### config.mk
export PLATFORM = sky130hd
export DESIGN_NAME = full_adder
export DESIGN_NICKNAME = d
export VERILOG_FILES = /design/src/rtl/full_adder_cell.sv /design/src/rtl/full_adder.sv
export SDC_FILE = /design/constraint.sdc
export NUM_CORES = 1
export LEC_CHECK = 0
export CORE_AREA = 2 2 39 41
export DETAILED_ROUTE_END_ITERATION = 10
export DIE_AREA = 0 0 41 43
export GPL_TIMING_DRIVEN = 0
export PLACE_DENSITY = 0.37
export REMOVE_ABC_BUFFERS = 1
export SLEW_MARGIN = 20
export SYNTH_ARGS = -nofsm -noshare
export SYNTH_HDL_FRONTEND = slang
export SYNTH_SLANG_ARGS = --single-unit
export TNS_END_PERCENT = 1
### constraint.sdc
create_clock -name clk -period 1.15 [get_ports clk]
set_input_delay 0.345 -clock clk [delete_from_list [all_inputs] [get_ports clk]]
set_output_delay 0.345 -clock clk [all_outputs]
set_load 0.05 [all_outputs]
### src/rtl/full_adder_cell.sv
// One-bit full-adder cell; the ripple element of full_adder.
module full_adder_cell (
  input  logic a,
  input  logic b,
  input  logic cin,
  output logic sum,
  output logic cout
);

  assign sum  = a ^ b ^ cin;
  assign cout = (a & b) | (a & cin) | (b & cin);

endmodule

### src/rtl/full_adder.sv
// Ripple-carry adder with carry-in/carry-out, signed overflow flag and an
// optional single output register stage.
module full_adder #(
  parameter int unsigned WIDTH   = 1,
  parameter bit          REG_OUT = 1'b1
) (
  input  logic             clk,
  input  logic             rst,
  input  logic [WIDTH-1:0] a,
  input  logic [WIDTH-1:0] b,
  input  logic             cin,
  output logic [WIDTH-1:0] sum,
  output logic             cout,
  output logic             ovf
);

  logic [WIDTH:0]   carry;
  logic [WIDTH-1:0] sum_c;
  logic             cout_c;
  logic             ovf_c;

  assign carry[0] = cin;

  for (genvar i = 0; i < WIDTH; i++) begin : g_cell
    full_adder_cell u_cell (
      .a    (a[i]),
      .b    (b[i]),
      .cin  (carry[i]),
      .sum  (sum_c[i]),
      .cout (carry[i+1])
    );
  end

  // Overflow is the disagreement between carry into and out of the MSB.
  assign cout_c = carry[WIDTH];
  assign ovf_c  = carry[WIDTH-1] ^ carry[WIDTH];

  if (REG_OUT) begin : g_reg
    logic [WIDTH-1:0] sum_d, sum_q;
    logic             cout_d, cout_q;
    logic             ovf_d, ovf_q;

    always_comb begin
      sum_d  = sum_c;
      cout_d = cout_c;
      ovf_d  = ovf_c;
      if (rst) begin
        sum_d  = '0;
        cout_d = 1'b0;
        ovf_d  = 1'b0;
      end
    end

    always_ff @(posedge clk) begin
      sum_q  <= sum_d;
      cout_q <= cout_d;
      ovf_q  <= ovf_d;
    end

    assign sum  = sum_q;
    assign cout = cout_q;
    assign ovf  = ovf_q;
  end else begin : g_comb
    // clk and rst are intentionally left without a load in this mode.
    logic unused_clk_rst;
    assign unused_clk_rst = clk ^ rst;

    assign sum  = sum_c;
    assign cout = cout_c;
    assign ovf  = ovf_c;
  end

endmodule

==> qor.yml <==
syn_to_final_growth_pct: 102
wl_per_cell_um: 6.51
seq_area_frac_synth: 0.571
period_share: 0.960
clock.fmax_mhz: 905
p_total_mw: 0.377
slew_viol_final: 0
drive_gt1_frac: 0.368
ys_top_cells_by_count: "dfxtp_1 (3), nor2b_1 (2), fa_1 (1), nor2_1 (1), xnor2_1 (1)"
layout.nets: 26
startpoint_type: "register"
grt_pass1_vias: 107
fin_ws_ns: 0.0455
rows: 14
cpPeakStageDelay_ns: 0.31
drtAntennaViolNets: 0
antenna_found_initial: 0
synth_top_cell_area_share: 0.571
cts_hold_buf: 0
async_flop_share: 0
setup_viol: 0
numCtsBuffers: 3
arrival_ns: 0.76
critPathKind: "register to primary output"
outcome: "completed"
hold_viol: 0
initialDrtViolationCount: 2
synthesis.area_um2: 105
dpl_worst_slack_ns: -0.431
yosys.area.top_type: "dfxtp_1"
io_buffers: 7
fin_cells: 35
core_area_um2: 1380
die_y_um: 43
io_pins: 8
worst_ir_drop_vdd_mv: 0.343
synth_edf_count: 0
utilization: 0.154
grt_first_pass_wirelength_um: 414
end_kind: "primary output"
avgSynthCellArea_um2: 13.1
antennaDiodeCount: 0
grt-ovfl-total: 0
fin_area_um2: 213
crit_buf_inv: 1
cts_tree: "done"
power.leakage_nw: 0.0888
yosysWarnings: 0
power.density_nw_per_um2: 1770
tns_ns: 0
grt_setup_unrepaired: "no"
clkTransAtPathRegs_ns: 0.04
synthTopCellsByArea: "dfxtp_1 (57%), fa_1 (19%), nor2b_1 (12%)"
drv_cap: 0
clock_path_buffers: 2
wirelength_um: 228
fp.dieW_um: 41
crit_fanout: 1
synth_ff_type: "dfxtp_1"
placed_cell_area_um2: 195
cp_cell_sequence: "clkbuf_4"
whs_ns: 0.574
htree_levels: 1
vias: 94
hold_path_class: "input port to register"
grtUsageTotal: 0.0453
clock-sinks: 3
critPathSlowestCell: "dfxtp_1"
first_pass_iters: 2
worst_slew_pin_slew_ns: 0.163
netlist_instances: 8
synth_most_common_cell: "dfxtp_1"
ys_ff_latch: 3
critical-path-top-delay-family: "flip-flops"
viasPerCell: 2.69
dp_cells: 31
gp_congestion: 0.528
grt_max_degree: 4
initial_core_util: 0.0759
die_area_um2: 1760
min_period_ns: 1.10
ys_types: 5
cts_root_buffer: "clkbuf_4"
required_ns: 0.81
max_slew_margin: 0.892
drc: 0
## path summary, 6_finish.rpt
path,start,to,cells after the start
min,cin,ovf$_SDFF_PP0_,3
max,cout$_SDFF_PP0_,cout,1
## routing by layer
layer | part of all wire | GRT usage
met5 | 0 | 0
met3 | 0.27 | 0.0681
met4 | 0.044 | 0.0600
met1 | 0.34 | 0.0356
met2 | 0.34 | 0.0375
## area by class of cell
class                           instances  area [um2]
Fill cell                             152        1170
Sequential cell                         3        60.1
Timing Repair Buffer                    7        58.8
Multi-Input combinational cell          5        47.5
Tap cell                               16        20.0
Clock buffer                            4        26.3
## layout by cell type (no fill, tap or decap)
cell type,instances
nor2b_1,2
xnor2_1,1
fa_2,1
clkbuf_1,1
nor2_1,1
dfxtp_1,3
clkdlybuf4s50_1,1
dlygate4sd2_1,3
clkbuf_4,6
## sequential cells by signal, indices dropped and copies added (netlist names)
signal	flops
ovf	1
sum	1
cout	1
## power by group
group | switching (mW) | total [mW] | leakage [nW] | internal [mW]
registers | 0.00242 | 0.116 | 0.0250 | 0.114
logic | 0.0472 | 0.0759 | 0.0488 | 0.0287
clock network | 0.0547 | 0.185 | 0.0150 | 0.130
## cell families after synthesis
logic type / Yosys count / synth area share
xor gates and xnor gates: 1 / 0.0833
and+or+nand+nor: 3 / 0.155
DFF: 3 / 0.571
adders and majority gates: 1 / 0.190
## what timing repair did
| action | CTS | global route |
|---|---|---|
| resized for setup | 19 | 3 |
| pin swaps | 2 | 0 |
| setup buffers | 0 | 0 |
| endpoints found under the setup margin | 6 | 3 |
| hold endpoints to repair | 0 | 0 |
Power figures use the tool's default switching activity.
